$ cat src/rtl/morse_digit_decoder.sv
// Purpose: time presses of a raw Morse key, collect dot/dash symbols, decode 5-symbol digits.
// Latency: flag/err rise GAP_CYCLES+1 clk after the final debounced release of a character.
// Backpressure: none; flag and err are single-cycle pulses, keyboard_val holds the last digit.
module morse_digit_decoder #(
  parameter int DEBOUNCE_CYCLES = 1_000_000,
  parameter int DASH_CYCLES     = 20_000_000,
  parameter int GAP_CYCLES      = 50_000_000,
  parameter int CNT_W           = 26
) (
  input  logic       clk,
  input  logic       rst,
  input  logic       key,
  output logic [3:0] keyboard_val,
  output logic       flag,
  output logic       err,
  output logic [2:0] sym_cnt,
  output logic       busy
);

  localparam logic [CNT_W-1:0] DB_LAST  = CNT_W'(DEBOUNCE_CYCLES - 1);
  localparam logic [CNT_W-1:0] DASH_LIM = CNT_W'(DASH_CYCLES);
  localparam logic [CNT_W-1:0] GAP_LAST = CNT_W'(GAP_CYCLES - 1);

  typedef enum logic [1:0] {
    IDLE  = 2'd0,
    PRESS = 2'd1,
    GAP   = 2'd2,
    EMIT  = 2'd3
  } state_t;

  state_t           state;
  state_t           state_nxt;

  // Synchronizer and debouncer come out of reset in the "pressed" level, so a
  // key held through reset never produces a rising edge: the block has to see
  // the release before the next press can open a character.
  logic             key_s1;
  logic             key_s2;
  logic             k;
  logic             k_prev;
  logic [CNT_W-1:0] db_cnt;

  logic [CNT_W-1:0] dur;
  logic [CNT_W-1:0] gap;
  logic [4:0]       sym;
  logic             ovf;

  logic             k_rise;
  logic             k_fall;
  logic             dur_clr;
  logic             gap_clr;
  logic             push_sym;
  logic             emit_go;
  logic             char_clr;
  logic             dash_bit;

  logic [3:0]       digit;
  logic             pat_hit;
  logic             valid_char;

  assign k_rise   = k & ~k_prev;
  assign k_fall   = ~k & k_prev;
  assign dash_bit = (dur >= DASH_LIM);
  assign busy     = (state != IDLE);

  // Two-flop synchronizer for the asynchronous key input.
  always_ff @(posedge clk or posedge rst) begin
    if (rst) begin
      key_s1 <= 1'b1;
      key_s2 <= 1'b1;
    end else begin
      key_s1 <= key;
      key_s2 <= key_s1;
    end
  end

  // Debouncer: accept a new level only after it has differed for DEBOUNCE_CYCLES in a row.
  always_ff @(posedge clk or posedge rst) begin
    if (rst) begin
      k      <= 1'b1;
      db_cnt <= '0;
    end else if (key_s2 != k) begin
      if (db_cnt == DB_LAST) begin
        k      <= key_s2;
        db_cnt <= '0;
      end else begin
        db_cnt <= db_cnt + 1'b1;
      end
    end else begin
      db_cnt <= '0;
    end
  end

  // Previous debounced level for edge detection.
  always_ff @(posedge clk or posedge rst) begin
    if (rst) begin
      k_prev <= 1'b1;
    end else begin
      k_prev <= k;
    end
  end

  // FSM state register.
  always_ff @(posedge clk or posedge rst) begin
    if (rst) begin
      state <= IDLE;
    end else begin
      state <= state_nxt;
    end
  end

  // FSM next-state and datapath control strobes.
  always_comb begin
    state_nxt = state;
    dur_clr   = 1'b0;
    gap_clr   = 1'b0;
    push_sym  = 1'b0;
    emit_go   = 1'b0;
    char_clr  = 1'b0;
    case (state)
      IDLE: begin
        if (k_rise) begin
          state_nxt = PRESS;
          dur_clr   = 1'b1;
        end
      end
      PRESS: begin
        if (k_fall) begin
          state_nxt = GAP;
          push_sym  = 1'b1;
          gap_clr   = 1'b1;
        end
      end
      GAP: begin
        if (k_rise) begin
          state_nxt = PRESS;
          dur_clr   = 1'b1;
        end else if (gap == GAP_LAST) begin
          // gap reaches GAP_CYCLES on this edge; outputs are loaded as EMIT is entered.
          state_nxt = EMIT;
          emit_go   = 1'b1;
        end
      end
      EMIT: begin
        state_nxt = IDLE;
        char_clr  = 1'b1;
      end
      default: begin
        state_nxt = IDLE;
      end
    endcase
  end

  // Press duration counter, saturating at the dash threshold.
  always_ff @(posedge clk or posedge rst) begin
    if (rst) begin
      dur <= '0;
    end else if (dur_clr) begin
      dur <= '0;
    end else if ((state == PRESS) && (dur != DASH_LIM)) begin
      dur <= dur + 1'b1;
    end
  end

  // Release gap counter; the FSM leaves GAP before it can wrap.
  always_ff @(posedge clk or posedge rst) begin
    if (rst) begin
      gap <= '0;
    end else if (gap_clr) begin
      gap <= '0;
    end else if (state == GAP) begin
      gap <= gap + 1'b1;
    end
  end

  // Symbol collection: first symbol ends up in the MSB; a sixth symbol marks overflow.
  always_ff @(posedge clk or posedge rst) begin
    if (rst) begin
      sym     <= '0;
      sym_cnt <= '0;
      ovf     <= 1'b0;
    end else if (char_clr) begin
      sym     <= '0;
      sym_cnt <= '0;
      ovf     <= 1'b0;
    end else if (push_sym) begin
      if (sym_cnt == 3'd5) begin
        ovf <= 1'b1;
      end else begin
        sym     <= {sym[3:0], dash_bit};
        sym_cnt <= sym_cnt + 3'd1;
      end
    end
  end

  // Digit lookup for a complete 5-symbol pattern.
  always_comb begin
    digit   = 4'd0;
    pat_hit = 1'b1;
    case (sym)
      5'b01111: digit = 4'd1;
      5'b00111: digit = 4'd2;
      5'b00011: digit = 4'd3;
      5'b00001: digit = 4'd4;
      5'b00000: digit = 4'd5;
      5'b10000: digit = 4'd6;
      5'b11000: digit = 4'd7;
      5'b11100: digit = 4'd8;
      5'b11110: digit = 4'd9;
      5'b11111: digit = 4'd0;
      default:  pat_hit = 1'b0;
    endcase
  end

  assign valid_char = (sym_cnt == 3'd5) && !ovf && pat_hit;

  // Output register: one pulse per closed character, keyboard_val only moves on a valid digit.
  always_ff @(posedge clk or posedge rst) begin
    if (rst) begin
      keyboard_val <= 4'd0;
      flag         <= 1'b0;
      err          <= 1'b0;
    end else begin
      flag <= emit_go && valid_char;
      err  <= emit_go && !valid_char;
      if (emit_go && valid_char) begin
        keyboard_val <= digit;
      end
    end
  end

endmodule

$ cat config.mk
export PLATFORM = sky130hd
export DESIGN_NAME = morse_digit_decoder
export DESIGN_NICKNAME = d
export VERILOG_FILES = /design/src/rtl/morse_digit_decoder.sv
export SDC_FILE = /design/constraint.sdc
export NUM_CORES = 1
export LEC_CHECK = 0
export CAP_MARGIN = 10
export CELL_PAD_IN_SITES_DETAIL_PLACEMENT = 1
export CELL_PAD_IN_SITES_GLOBAL_PLACEMENT = 2
export CORE_ASPECT_RATIO = 0.5
export CORE_MARGIN = 2
export CORE_UTILIZATION = 25
export DETAILED_ROUTE_END_ITERATION = 12
export PLACE_DENSITY_LB_ADDON = 0.3
export SLEW_MARGIN = 40
export SYNTH_ARGS = -nofsm -noshare
export SYNTH_HDL_FRONTEND = slang
export SYNTH_SLANG_ARGS = --single-unit
$ cat constraint.sdc
create_clock -name clk -period 3.1 [get_ports clk]
set_clock_uncertainty 0.05 [all_clocks]
set_input_delay 0.465 -clock clk [delete_from_list [all_inputs] [get_ports clk]]
set_output_delay 0.465 -clock clk [all_outputs]
set_load 0.05 [all_outputs]
=== Yosys cells after proc, flatten, opt, wreduce, memory -nomap -nowiden ===
Index checks and enable logic that the tools add are counted.

* $add $sub $neg: 4
* Multipliers: 0
* Div/mod/pow operators: 0
* $lt $le $gt $ge: 1
* Equal/unequal tests: 21
* Shift operators: 0
* Multiplexer cells: 30
* Bitwise gates (word level): 4
* Reduce and logical (&&, ||, !) cells: 20

{| class="wikitable"
|+ Operators by type and width
! kind !! count
|-
| 26-bit 2-to-1 mux || 6
|-
| 26-bit by 1-bit adder with 26-bit output (second input constant) || 3
|-
| 4-bit case mux with 9 select lines || 1
|-
| 26-bit by 20-bit equality test with 1-bit output (second input constant) || 1
|-
| 26-bit equality test (second input constant) || 1
|-
| 26-bit by 25-bit >= comparator with 1-bit output (second input constant) || 1
|-
| 26-bit by 25-bit != test with 1-bit output (second input constant) || 1
|-
| 5-bit equality test (second input constant) || 5
|-
| 5-bit 2-to-1 mux || 3
|-
| 1-bit 2-to-1 mux || 12
|-
| 2-bit nonzero test || 5
|-
| 10-bit OR reduction || 1
|-
| 3-bit 2-to-1 mux || 3
|-
| 2-bit 2-to-1 mux || 4
|-
| 2-bit case mux with 4 select lines || 1
|-
| 2-bit != test (second input constant) || 3
|-
| 2-bit AND reduction || 3
|-
| 5-bit by 1-bit equality test with 1-bit output (second input constant) || 1
|-
| 5-bit by 2-bit equality test with 1-bit output (second input constant) || 1
|-
| 5-bit by 3-bit equality test with 1-bit output (second input constant) || 1
|-
| 5-bit by 4-bit equality test with 1-bit output (second input constant) || 1
|-
| 1-bit logical AND || 5
|-
| 5-bit zero test || 1
|-
| 2-bit equality test (second input constant) || 2
|-
| other kinds (11) || 14
|}

* Register bits after elaboration: 99
* Bits in latches: 0
* Bits in writable memories: 0
* ROM bits: 0
* Input port bits: 3
* Output and inout bits: 10
* Word-level logic and storage cells: 94
* Memories kept: 0

=== Depth between registers and ports, before layout ===
Gate-level depths: netlist of run 1.

* Depth after elaboration: 6
* Mapped depth: 8
* Depth with buffers taken out: 7

=== Worst setup path after synthesis of run 1 ===
No wires, ideal clock.

* Path type: register -> register
* From: register sym_cnt[0]
* To: register keyboard_val[0]
* Library setup time: 0.128 ns
* Data arrival time: 1.943 ns
* Path slack: 0.980 ns
* Cell stages (with the launch flop): 7
* Buffers on the path: 0
* Cells stage by stage: dfrtp_1 -> ha_1 -> nand2_1 -> a211oi_1 -> o21ai_1 -> nor3_4 -> mux2_1

* Word-level cells in the longest chain between the ends: 4

{| class="wikitable"
|+ RTL lines
! what !! RTL line !! text
|-
| start: declaration || 16 || <nowiki>output logic [2:0] sym_cnt,</nowiki>
|-
| start signal: assignment || 191 || <nowiki>sym_cnt <= sym_cnt + 3'd1;</nowiki>
|-
| 3-bit equality test || 215 || <nowiki>assign valid_char = (sym_cnt == 3'd5) && !ovf && pat_hit;</nowiki>
|-
| 1-bit logical AND (2 in series) || 215 ||
|-
| 1-bit logical AND || 226 || <nowiki>if (emit_go && valid_char) begin</nowiki>
|-
| end signal: assignment || 227 || <nowiki>keyboard_val <= digit;</nowiki>
|-
| end: declaration || 13 || <nowiki>output logic [3:0] keyboard_val,</nowiki>
|}

Every way passes these cells.
A chain may end at the register's enable or synchronous reset.

=== Worst setup path in the final report of run 1 ===
* From: register state[0]
* To: output busy

* Word-level cells in the longest chain between the ends: 1

{| class="wikitable"
|+ RTL lines
! what !! RTL line !! text
|-
| start: declaration || 31 || <nowiki>state_t state;</nowiki>
|-
| start signal: assignment || 108 || <nowiki>state <= state_nxt;</nowiki>
|-
| 2-bit nonzero test || 64 || <nowiki>assign busy = (state != IDLE);</nowiki>
|-
| end: declaration || 17 || <nowiki>output logic busy</nowiki>
|}

Every way passes these cells.

==> results.cfg, run 1 <==
[logic_synthesis]
ys_seq_area_share_pct = 48.7
yosys_warnings = 0
synth_area_sq_um = 5090
syn_nets = 533
synth_edf_count = 0
ys.flop_type = dfrtp_1
synth.distinct_cells = 54
ys_seq_elements = 99
synth.largest_area_cell = dfrtp_1
syn_area_per_cell_sq_um = 9.72
synthTopCellsByArea = dfrtp_1, xor2_1, nor2_1
synth_cells = 524
synth-async-reset-ratio_pct = 100
yosysTopAreaCellShare_pct = 46.7

[placed_design]
dpl.cell_count = 791
portBuffers = 12
pre_cts_slack_ps = 634
gp_congestion = 0.689
dpl.hpwl_um = 8080

[min_path]
hold_path_class = reg2reg
hold_start = key_s1

[global_routing]
grtUsageTotal_pct = 11.9
antenna_found_initial = 0
grt-ovfl-total = 0
grt_pass1_wl_um = 20600
grt_max_degree = 59
grt_pass1_vias = 3979

[sta]
hold_viol_final = 0
setup_slack_ps = 650
fmax_ghz = 0.408
period_share_pct = 79.0
rsz0062_at_grt = false
post-route-min-period_ps = 2450
holdWs_ps = 317
tns_ps = 0
drv_slew = 0
slew_headroom_pct = 54.7
tightest_slew_ps = 676
setup_viol = 0

[finish]
fill_cells = 2275
final-seq-area_sq_um = 2480
n_antenna_cell = 0
area_growth_pct = 15.0
nets = 545
drive_gt1_share_pct = 8.69
multiInputGateArea_sq_um = 2480
fin_cells = 807

[setup_path]
max_stage_delay_ps = 700
cp-end-kind = primary output
cp_top_family = buffers and inverters
arrival_ps = 1940
worstSetupPathType = reg2out
startpoint_type = flop
crit_slowest_cell = clkdlybuf4s50_1
worstPathRequired_ps = 2580
cp_num_buf_inv = 1
worstReg2RegStart = state[0]
path_cells = or2_2 -> clkdlybuf4s50_1
cp_max_fo = 14
startpoint = state[0]

[route]
drtPass1Iterations = 4
wl_per_cell_um = 14.7
drtIter0Drc = 142
remaining_drc_errors = 0
ant_nets = 0
num_vias = 3830
wl_um = 11900
vias_per_cell = 4.75

[clocking]
postCtsSetupRepairBufs = 0
clock-sinks = 99
cts-root-buf = clkbuf_16
cts_resized = 0
worstSkewPairLatency_ps = 350
cts_buffer_depth = 2
path_clk_slew_ps = 80
holdBufCountCts = 0
htreeDepth = 3
cts_tree = built
numCtsBuffers = 9

[power]
ir_drop_mv = 0.220
cellPowerDensity_nw_per_um2 = 432
p_leak_nw = 2.42

[flow_run]
drv_cap = 0

[die]
num_rows = 36
dieArea_sq_um = 21600
die_y_um = 105
coreArea_sq_um = 19700
io_pins = 13
initial_core_util_pct = 25.8
dieWidth_um = 206

[run_status]
outcome = finished clean
-- sequential cells by signal, summed over array words and instances (netlist names), 2 cells and up --
| name | flops |
|---|---|
| dur | 26 |
| db_cnt | 26 |
| gap | 26 |
| sym | 5 |
| keyboard_val | 4 |
| sym_cnt | 3 |
| state | 2 |
-- layout make-up --
class / count / share of cell area [%]
Tap cell: 266 / 5.68
Inverter: 17 / 1.13
Clock buffer: 10 / 4.08
Multi-Input combinational cell: 390 / 42.3
Timing Repair Buffer: 19 / 3.16
Sequential cell: 99 / 42.4
Clock inverter: 6 / 1.20
-- cell usage in the layout, fill, tap and decap left out, types with 5 or more instances in the layout --
master           netlist  final
nand2b_1               6      6
o21ai_1                6      6
nor3_1                 9      9
nand4_1               29     29
inv_1                 17     16
o31ai_1               11     11
xor2_1                32     32
o211ai_1               7      7
and3_1                 9      9
buf_4                  0      6
o21ai_0               18     18
nor4_1                 8      7
nand3_1               41     41
ha_1                   6      6
mux2i_1               11     11
nor2_1                61     60
a21oi_1                7      7
xnor2_1               15     15
clkdlybuf4s50_1        0     12
clkbuf_16              0      9
dfrtp_1               95     95
nand2_1               51     51
nor4_2                 4      5
and4_1                 8      8
-- cells by family after synthesis --
| kind of cell | Yosys count | synth area share [%] |
|---|---|---|
| AO/OA/AOI/OAI | 65 | 8.45 |
| multiplexers | 16 | 3.27 |
| buffers and inverters | 35 | 2.75 |
| flip-flops | 99 | 48.7 |
| adder cells (fa/ha/maj) | 6 | 1.47 |
| XOR/XNOR | 47 | 8.08 |
| AND/OR/NAND/NOR | 256 | 27.2 |
-- report_power, final --
part	switching (W)	internal [W]	total [W]
sequential	0.00000391	0.00130	0.00130
combinational	0.0000347	0.00000927	0.0000440
clock	0.000530	0.000658	0.00119
-- worst register-to-register path: stages, from the launching register on --
cell,delay [ps]
dfrtp_1,530
nand2b_1,380
or3_1,520
nor4_2,350
nand4_1,150
mux2i_1,140
-- routing by layer --
layer | vias up | share of wire, % | GRT usage [%]
li1 | 1891 | - | -
met1 | 1920 | 52 | 16.5
met2 | 12 | 45 | 18.6
met3 | 7 | 1.9 | 3.09
met4 | 0 | 0.72 | 2.60
met5 | - | 0 | 0
-- metrics by stage --
stage	power (W)	util [%]	area, sq um
detailed placement	0.00137	28.1	5540
global placement	0.00137	28.1	5540
finish	0.00253	29.7	5850
CTS	0.00259	29.6	5850
floorplan	0.00135	-	5090
global route	0.00265	29.7	5850
-- cell usage after synthesis (6+ instances only) --
master,instances
xnor2_1,15
and3_1,9
inv_1,17
nand2_1,51
clkbuf_1,11
o211ai_1,7
xor2_1,32
a21oi_1,7
nand2b_1,6
ha_1,6
nand3_1,41
buf_2,7
o31ai_1,11
mux2i_1,11
nor2_1,61
nand4_1,29
nor4_1,8
and4_1,8
o21ai_1,6
dfrtp_1,95
nor3_1,9
o21ai_0,18
-- path summary, 6_finish.rpt --
| path | slack [ps] | cells past startpoint | end |
|---|---|---|---|
| min in group asynchronous | 460 | 2 | sym_cnt[1] |
| min | 320 | 0 | key_s2 |
| max in group asynchronous | 1820 | 3 | dur[16] |
| min reg2reg | 320 | 0 | key_s2 |
| max | 650 | 2 | busy |
| max reg2reg | 870 | 5 | gap[17] |
Power figures use the tool's default switching activity.
==> run 2, diff against run 1 <==
clock period = 2.49 ns   (was 3.1 ns; I/O delays follow)
==> run 2 against run 1 <==
Effect of this change:
- routed wire length is essentially flat
- clock power rose by 26%
- sequential power is 25% higher
- count of clock-buffer cells in the layout up 2
- largest cell class unchanged
- critical path depth up 1
- global-route usage grew 0.27 points
- worst hold slack gained 6.1 ps
- worst setup slack worse by 570 ps
- non-clock buffer count rose by 9
==> results.cfg, run 2 (synthesis results as in run 1) <==
[route]
drt-met1-wl_um = 6110
dr_wl_met3_um = 271
ant_nets = 0
num_vias = 3912
wl_um = 11900
drtPass1Iterations = 4
vias_per_cell = 4.80
wl_met2_um = 5360
top_layer_used = met4
wl_per_cell_um = 14.6
remaining_drc_errors = 0
drtIter0Drc = 132

[die]
num_rows = 36
coreArea_sq_um = 19700
io_pins = 13
dieWidth_um = 206
initial_core_util_pct = 25.8
dieArea_sq_um = 21600
die_y_um = 105

[clocking]
numCtsBuffers = 9
holdBufCountCts = 0
htreeDepth = 3
cts_resized = 0
path_clk_slew_ps = 70
clock-sinks = 99
postCtsSetupRepairBufs = 0
worstSkewPairLatency_ps = 350
cts_tree = built
cts-root-buf = clkbuf_16
cts_buffer_depth = 2

[setup_path]
crit_slowest_cell = clkdlybuf4s50_1
worstPathRequired_ps = 2070
startpoint_type = flop
worstRegToRegCells = 6
rrSetupSlack_ps = 330
arrival_ps = 1990
cp-end-kind = primary output
startpoint = state[1]
worstReg2RegStart = gap[0]
max_stage_delay_ps = 700
path_cells = buf_4 -> or2_2 -> clkdlybuf4s50_1
worstSetupPathType = reg2out
cp_max_fo = 7

[sta]
rsz0062_at_grt = false
slew_headroom_pct = 62.8
fmax_ghz = 0.414
tns_ps = 0
post-route-min-period_ps = 2410
period_share_pct = 96.9
holdWs_ps = 323
hold_viol_final = 0
setup_viol = 0
drv_slew = 0
tightest_slew_ps = 553

[finish]
area_growth_pct = 16.0
n_antenna_cell = 0
layout_common_cells = dfrtp_1, nor2_1, nand2_1
drive_gt1_share_pct = 9.11
mostFrequentLayoutCell = dfrtp_1
top_regs = db_cnt x26, dur x26, gap x26
nets = 554
final_util_pct = 30.0

[placed_design]
gp_congestion = 0.719
dpl.hpwl_um = 8100
portBuffers = 12

[power]
cellPowerDensity_nw_per_um2 = 537
ir_drop_mv = 0.295
p_total_w = 0.00317
seq_power_share_pct = 51.1
p_clk_share_pct = 47.2
sw_frac_of_total_pct = 21.0
p_leak_nw = 2.45
switchingPower_w = 0.000666
pwr-share-comb_pct = 1.8
internal_power_w = 0.00250

[global_routing]
grt_pass1_wl_um = 20900
antenna_found_initial = 0
grt_pass1_vias = 4037
grt_max_degree = 100
grtUsageTotal_pct = 12.2
grt-ovfl-total = 0

[min_path]
hold_depth = 0
hold_start = key_s1
hold_path_class = reg2reg

[run_status]
outcome = finished clean

[flow_run]
drv_cap = 0
-- run 2: cell types whose count changed in the layout (fill, tap and decap cells not counted), moves of 2 or more --
cell and delta:
buf_4 +9, clkbuf_1 +3, inv_6 -3, clkinvlp_4 +2
-- run 2: critical path, delay by kind of cell (launching register included) --
kind	cells	cell delay, ps
DFF	1	460
buffers and inverters	2	890
and+or+nand+nor	1	290
-- run 2: final timing paths --
check	to
hold / removal	key_s2
hold reg to reg	key_s2
max in group asynchronous	gap[20]
setup / recovery	busy
min in group asynchronous	sym_cnt[2]
setup reg to reg	gap[16]
-- run 2: cell type report --
cell class,instances,area (sq um)
repair buffers,28,253
well taps,266,333
clock inverters,3,67.6
flip-flops and latches,99,2480
inverters,17,67.6
clock buffers,12,236
multi-input cells,390,2470
fillers,2259,13800
-- run 2: routing by layer --
metal | global-route usage [%] | up-vias
li1 | - | 1906
met1 | 16.7 | 1975
met2 | 18.7 | 20
met3 | 3.34 | 11
met4 | 3.47 | 0
met5 | 0 | -
-- run 2: power groups by stage --
| stage | Combinational (W) | Sequential [W] | Clock (W) |
|---|---|---|---|
| floorplan | 0.0000368 | 0.00165 | 0 |
| global placement | 0.0000608 | 0.00165 | 0 |
| detailed placement | 0.0000607 | 0.00165 | 0 |
| CTS | 0.0000613 | 0.00162 | 0.00156 |
| global route | 0.0000674 | 0.00162 | 0.00162 |
| finish | 0.0000565 | 0.00162 | 0.00150 |
-- run 2: per-stage QoR --
step | area (sq um) | setup WS, ps | cells
finish | 5910 | 77.3 | 815
global route | 5910 | 12.9 | 815
CTS | 5910 | 76.2 | 815
detailed placement | 5610 | 329 | 800
global placement | 5610 | 347 | 800
floorplan | 5100 | 370 | 524
